`config.mk`:
```
export PLATFORM = sky130hd
export DESIGN_NAME = serial_subtractor
export DESIGN_NICKNAME = d
export VERILOG_FILES = /design/src/rtl/serial_subtractor.sv
export SDC_FILE = /design/constraint.sdc
export NUM_CORES = 1
export LEC_CHECK = 0
export CORE_MARGIN = 8
export CORE_UTILIZATION = 47
export DETAILED_ROUTE_END_ITERATION = 6
export GPL_ROUTABILITY_DRIVEN = 1
export PLACE_DENSITY = 0.75
export RECOVER_POWER = 25
export SYNTH_ARGS = -nofsm -noshare
export SYNTH_HDL_FRONTEND = slang
export SYNTH_SLANG_ARGS = --single-unit
```
`constraint.sdc`:
```
create_clock -name clk -period 1.24 [get_ports clk]
set_input_delay 0.124 -clock clk [delete_from_list [all_inputs] [get_ports clk]]
set_output_delay 0.124 -clock clk [all_outputs]
set_load 0.02 [all_outputs]
```
`src/rtl/serial_subtractor.sv`:
```
// -----------------------------------------------------------------------------
// serial_subtractor
//
// Bit-serial unsigned subtractor: diff = a - b (mod 2^WIDTH), one bit per
// clock, LSB first. The datapath is a single full-subtractor cell whose borrow
// is kept in a register between bit slices.
//
// A start/busy/done handshake frames each operation. The operands are captured
// when start is accepted in IDLE or DONE. The operation then takes WIDTH RUN
// cycles and one DONE cycle. When start is held high in DONE, the next
// operation begins with no idle cycle in between.
//
// Parameters
//   WIDTH  operand/result width in bits (>= 2)
//
// Ports
//   clk    in   1      rising-edge clock
//   rst    in   1      synchronous reset, active-high; aborts any operation
//   start  in   1      request: sample a/b and begin (ignored while busy)
//   a      in   WIDTH  minuend, sampled on start accept
//   b      in   WIDTH  subtrahend, sampled on start accept
//   busy   out  1      high while bits are being processed (state RUN)
//   done   out  1      one-cycle pulse, diff/bout valid (state DONE)
//   diff   out  WIDTH  (a - b) mod 2^WIDTH, held until the next result
//   bout   out  1      final borrow, 1 iff a < b (unsigned)
// -----------------------------------------------------------------------------
module serial_subtractor #(
  parameter int WIDTH = 8
) (
  input  logic             clk,
  input  logic             rst,
  input  logic             start,
  input  logic [WIDTH-1:0] a,
  input  logic [WIDTH-1:0] b,
  output logic             busy,
  output logic             done,
  output logic [WIDTH-1:0] diff,
  output logic             bout
);

  localparam int CW = (WIDTH > 2) ? $clog2(WIDTH) : 1;
  localparam logic [CW-1:0] LAST = CW'(WIDTH - 1);

  typedef enum logic [1:0] {
    IDLE = 2'd0,
    RUN  = 2'd1,
    DONE = 2'd2
  } state_t;

  state_t           state;
  logic [WIDTH-1:0] sa;
  logic [WIDTH-1:0] sb;
  // Result bits collected so far. The newest bit enters at the top. Only
  // WIDTH-1 bits are stored, because the last bit goes straight to diff.
  logic [WIDTH-2:0] res;
  logic             borrow;
  logic [CW-1:0]    count;

  logic             x;
  logic             y;
  logic             d;
  logic             borrow_nxt;
  logic [WIDTH-1:0] res_sh;

  // Full-subtractor difference bit.
  function automatic logic sub_diff(input logic xi, input logic yi, input logic ci);
    return xi ^ yi ^ ci;
  endfunction

  // Full-subtractor borrow out.
  // Borrow when x=0,y=1, or when x==y and a borrow is pending.
  function automatic logic sub_borrow(input logic xi, input logic yi, input logic ci);
    return (~xi & yi) | (~(xi ^ yi) & ci);
  endfunction

  always_comb begin
    x          = sa[0];
    y          = sb[0];
    d          = sub_diff(x, y, borrow);
    borrow_nxt = sub_borrow(x, y, borrow);
    res_sh     = {d, res};
  end

  // Control and datapath share one clocked block.
  // busy and done are registered alongside the state, so they never glitch.
  always_ff @(posedge clk) begin
    if (rst) begin
      state  <= IDLE;
      busy   <= 1'b0;
      done   <= 1'b0;
      diff   <= '0;
      bout   <= 1'b0;
      sa     <= '0;
      sb     <= '0;
      res    <= '0;
      borrow <= 1'b0;
      count  <= '0;
    end else begin
      case (state)
        IDLE: begin
          done <= 1'b0;
          if (start) begin
            sa     <= a;
            sb     <= b;
            res    <= '0;
            borrow <= 1'b0;
            count  <= '0;
            state  <= RUN;
            busy   <= 1'b1;
          end else begin
            busy <= 1'b0;
          end
        end

        RUN: begin
          sa     <= sa >> 1;
          sb     <= sb >> 1;
          res    <= res_sh[WIDTH-1:1];
          borrow <= borrow_nxt;
          count  <= count + CW'(1);
          if (count == LAST) begin
            diff  <= res_sh;
            bout  <= borrow_nxt;
            state <= DONE;
            busy  <= 1'b0;
            done  <= 1'b1;
          end
        end

        DONE: begin
          done <= 1'b0;
          if (start) begin
            sa     <= a;
            sb     <= b;
            res    <= '0;
            borrow <= 1'b0;
            count  <= '0;
            state  <= RUN;
            busy   <= 1'b1;
          end else begin
            state <= IDLE;
            busy  <= 1'b0;
          end
        end

        default: begin
          state <= IDLE;
          busy  <= 1'b0;
          done  <= 1'b0;
        end
      endcase
    end
  end

endmodule

```
======== Yosys cells after proc, flatten, opt, wreduce, memory -nomap -nowiden ========
Index checks and enable logic that the tools add are counted.
word-level totals
  word-level logic and storage cells ...... 49
  bits in registers ....................... 40
cells by class
  add/sub/neg operators ................... 1
  bitwise logic cells ..................... 8
  muxes and demuxes ....................... 17
  reductions and logical operators ........ 7
  eq/ne operators ......................... 6
operators by type and width
  kind                 number
  $pmux 8 s2           2
  $mux 8               2
  $pmux 7 s2           1
  $mux 7               1
  $pmux 2 s3           1
  $pmux 3 s2           1
  $reduce_and 2->1     3
  $mux 1               4
  $mux 2               2
  $ne 2x2->1 const B   2
  $pmux 1 s2           2
  $reduce_or 2->1      2
  $add 3x1->3 const B  1
  $eq 3x3->1 const B   1
  $mux 3               1
  $not 1->1            3
  $and 1x1->1          2
  $eq 2x1->1 const B   1
  $eq 2x2->1 const B   1
  $logic_not 2->1      1
  $ne 2x1->1 const B   1
  $reduce_bool 2->1    1
  $xor 1x1->1          2
  $or 1x1->1           1

======== Depth between registers and ports, before layout ========
  word-level depth ........................ 5
  gate-level depth with buffers ........... 5
  gate-level depth less buffers ........... 5

======== Worst setup path before layout ========
No wires, ideal clock.
  path kind ............................... register -> register
  start point ............................. register count[0]
  end point ............................... register busy
  setup slack ............................. -122 ps
  stages on the path, launching flop included .. 6
  setup time .............................. 58 ps
  arrival ................................. 1305 ps
  data required time ...................... 1182 ps
  period minus slack after synthesis ...... 1362 ps
  cells stage by stage .................... dfxtp_1 > ha_1 > ha_1 > or3b_1 > a21oi_2 > o21a_1
between the ends
  word-level cells in the longest chain between the ends .. 2
ends and longest elaborated chain
  item                    RTL line  text
  from (decl)             57        logic [CW-1:0] count;
  from (signal assigned)  120       count <= count + CW'(1);
  $eq 3x3->1              121       if (count == LAST) begin
  $ne 2x2->1 (no line)    --
  to (signal assigned)    125       busy <= 1'b0;
  to (signal assigned)    139       busy <= 1'b1;
  to (signal assigned)    142       busy <= 1'b0;
  to (decl)               35        output logic busy,
Every way passes these cells.
A chain may end at the register's enable or synchronous reset.

======== Worst setup path after layout ========
  start point ............................. register count[1]
  end point ............................... register busy
The elaborated chain is that of the path after synthesis.

==> results.json <==
{
  "path_max_fanout": 2,
  "drt-total-wl_um": 4080,
  "antenna_cells": 0,
  "vias": 1468,
  "syn-num-nets": 203,
  "hold_class": "flip-flop to flip-flop",
  "fin_ws_ns": -0.105,
  "hold_viol": 0,
  "finish.net_count": 239,
  "pre_cts_ws_ns": -0.208,
  "rr_worst_depth": 5,
  "setup_violations": 11,
  "drc": 0,
  "grt.total_usage": 0.135,
  "fin_crit_ns": 1.34,
  "cts_hold_buf": 0,
  "grt_pass1_vias": 1447,
  "ys_seq_elements": 40,
  "wl_per_cell_um": 15.3,
  "clock_latency_ns": 0.30,
  "max_freq_mhz": 744,
  "outcome": "finished with violations",
  "clk_pin_slew_ns": 0.08,
  "r2r_end": "busy$_SDFFE_PP0P_",
  "worstPathArrival_ns": 1.59,
  "cts.sink_count": 40,
  "slew-limit-headroom": 0.834,
  "rrSetupSlack_ns": -0.10,
  "clockBufferDepth": 2,
  "startpoint": "count[1]$_SDFFE_PP0P_",
  "drive_gt1_frac": 0.239,
  "dieArea_mm2": 0.00606,
  "gp_congestion": 0.788,
  "synth_area_mm2": 0.00180,
  "port_buffers": 29,
  "syn_inst": 181,
  "final_cell_mix": "36 x dfxtp_1, 21 x nand3_1, 18 x a21oi_1, 18 x clkdlybuf4s50_1, 17 x nand2_1",
  "min_period_over_period": 1.08,
  "crit_required_ns": 1.49,
  "worstSetupStartpointType": "flip-flop",
  "leakagePower_nw": 0.866,
  "rsz0062_at_grt": "yes",
  "antenna_found_initial": 0,
  "cts.htree.levels": 2,
  "drtIter0Drc": 119,
  "cts_root_buf": "clkbuf_8",
  "ioPinCount": 30,
  "vias_per_cell": 5.52,
  "synth_edf_count": 0,
  "core-area_mm2": 0.00366,
  "area_growth_pct": 30.4,
  "ant_nets": 0,
  "finClkSkew_ns": 0.00760,
  "grt_max_degree": 40,
  "cap_viol_max_count": 0,
  "final_util": 0.640,
  "final_common_cell": "dfxtp_1",
  "firstDrtPassIters": 4,
  "synthArstFlopShare": 0,
  "critPathCapture": "busy$_SDFFE_PP0P_",
  "cts_buffers": 5,
  "ys_seq_area_frac": 0.445,
  "cts_tree": "built",
  "grt_pass1_wl_um": 6670,
  "r2r-start": "count[1]$_SDFFE_PP0P_",
  "initial_core_util": 0.491,
  "end_kind": "flip-flop",
  "fp.dieH_um": 77.9,
  "cellPowerDensity_mw_per_mm2": 1270,
  "dp_hpwl_um": 2710,
  "die_x_um": 77.9,
  "tightest_slew_ns": 0.248,
  "row_count": 22,
  "synth_ff_type": "dfxtp_1",
  "violations": "negative setup slack",
  "finalMaxSlewViolations": 0,
  "syn_area_per_cell_um2": 9.93,
  "yosysWarnings": 0,
  "synth_cell_types": 29,
  "grt_overflow": 0,
  "path_class": "flip-flop to flip-flop",
  "peakVddDrop_uv": 909
}
-- synth_stat cells (3+ instances only) --
cell	number	area [µm²]
dfxtp_1	40	801
nand3_1	21	105
a21oi_1	20	100
nand2_1	17	63.8
mux2i_1	16	160
nor3_1	14	70.1
a211oi_2	12	150
buf_6	7	78.8
clkbuf_1	4	15.0
nor2_1	4	15.0
o21a_1	3	22.5
-- worst min path at each step --
stage	from	end	cells past startpoint
after floorplan	b[0]	sb[0]$_SDFFE_PP0P_	2
after global placement	diff[5]$_SDFFE_PP0P_	diff[5]$_SDFFE_PP0P_	2
after detailed placement	diff[3]$_SDFFE_PP0P_	diff[3]$_SDFFE_PP0P_	2
after CTS	diff[3]$_SDFFE_PP0P_	diff[3]$_SDFFE_PP0P_	2
after global routing	diff[1]$_SDFFE_PP0P_	diff[1]$_SDFFE_PP0P_	2
final	diff[0]$_SDFFE_PP0P_	diff[0]$_SDFFE_PP0P_	2
-- through the flow --
step | hold slack [ns] | instances | total power [mW] | cell area, µm² | setup TNS (ns)
floorplan | 0.363 | 181 | 1.76 | 1830 | -0.0560
detailed placement | 0.449 | 256 | 1.88 | 2170 | -5.33
global placement | 0.444 | 256 | 1.86 | 2170 | -4.36
global route | 0.481 | 266 | 3.09 | 2340 | -1.41
finish | 0.458 | 266 | 2.97 | 2340 | -0.719
CTS | 0.457 | 265 | 2.97 | 2300 | -0.782
-- state kept, by name, indices dropped and copies added, names as in the netlist --
register and cells:
done 1, bout 1, res 7, state 2
sa 8, busy 1, count 3, borrow 1
diff 8, sb 8
-- layout make-up --
class	count	area [µm²]
inverter	2	7.51
sequential	40	806
timing repair buffer	44	438
tap	48	60.1
multi-input combinational	124	917
clock buffer	5	68.8
clock inverter	3	47.5
fill	295	1320
-- power breakdown --
part           internal, mW  switching, mW  total [mW]
Combinational         0.245          0.240       0.485
Clock                 0.606          0.480        1.09
Sequential             1.35         0.0441        1.40
Total                  2.20          0.764        2.97
-- cells by family after synthesis --
kind of cell / Yosys count / synth area share
flip-flops: 40 / 0.445
AO/OA/AOI/OAI: 39 / 0.170
AND/OR/NAND/NOR: 66 / 0.188
buffers and inverters: 17 / 0.0828
adder cells (fa/ha/maj): 3 / 0.0251
multiplexers: 16 / 0.0891
-- worst max-delay path, stage by stage (launching register included) --
cell	delay [ns]
dfxtp_2	0.34
ha_4	0.16
ha_4	0.15
or3b_4	0.38
a21oi_4	0.14
o21a_1	0.12
-- metal layers --
| metal | GRT usage | wire length, µm | share of wire |
|---|---|---|---|
| met4 | 0.0547 | 49 | 0.012 |
| met1 | 0.155 | 1730 | 0.42 |
| met2 | 0.219 | 2050 | 0.50 |
| met3 | 0.0530 | 241 | 0.059 |
| met5 | 0 | 0 | 0 |
-- what timing repair did --
action / 4_1_cts / 5_1_grt
buffers inserted: 1 / 0
gates resized for setup: 16 / 11
endpoints found under the setup margin: 46 / 28
pin swaps: 3 / 5
cloned: 0 / 1
No activity file was read; power rests on OpenSTA's default activity.
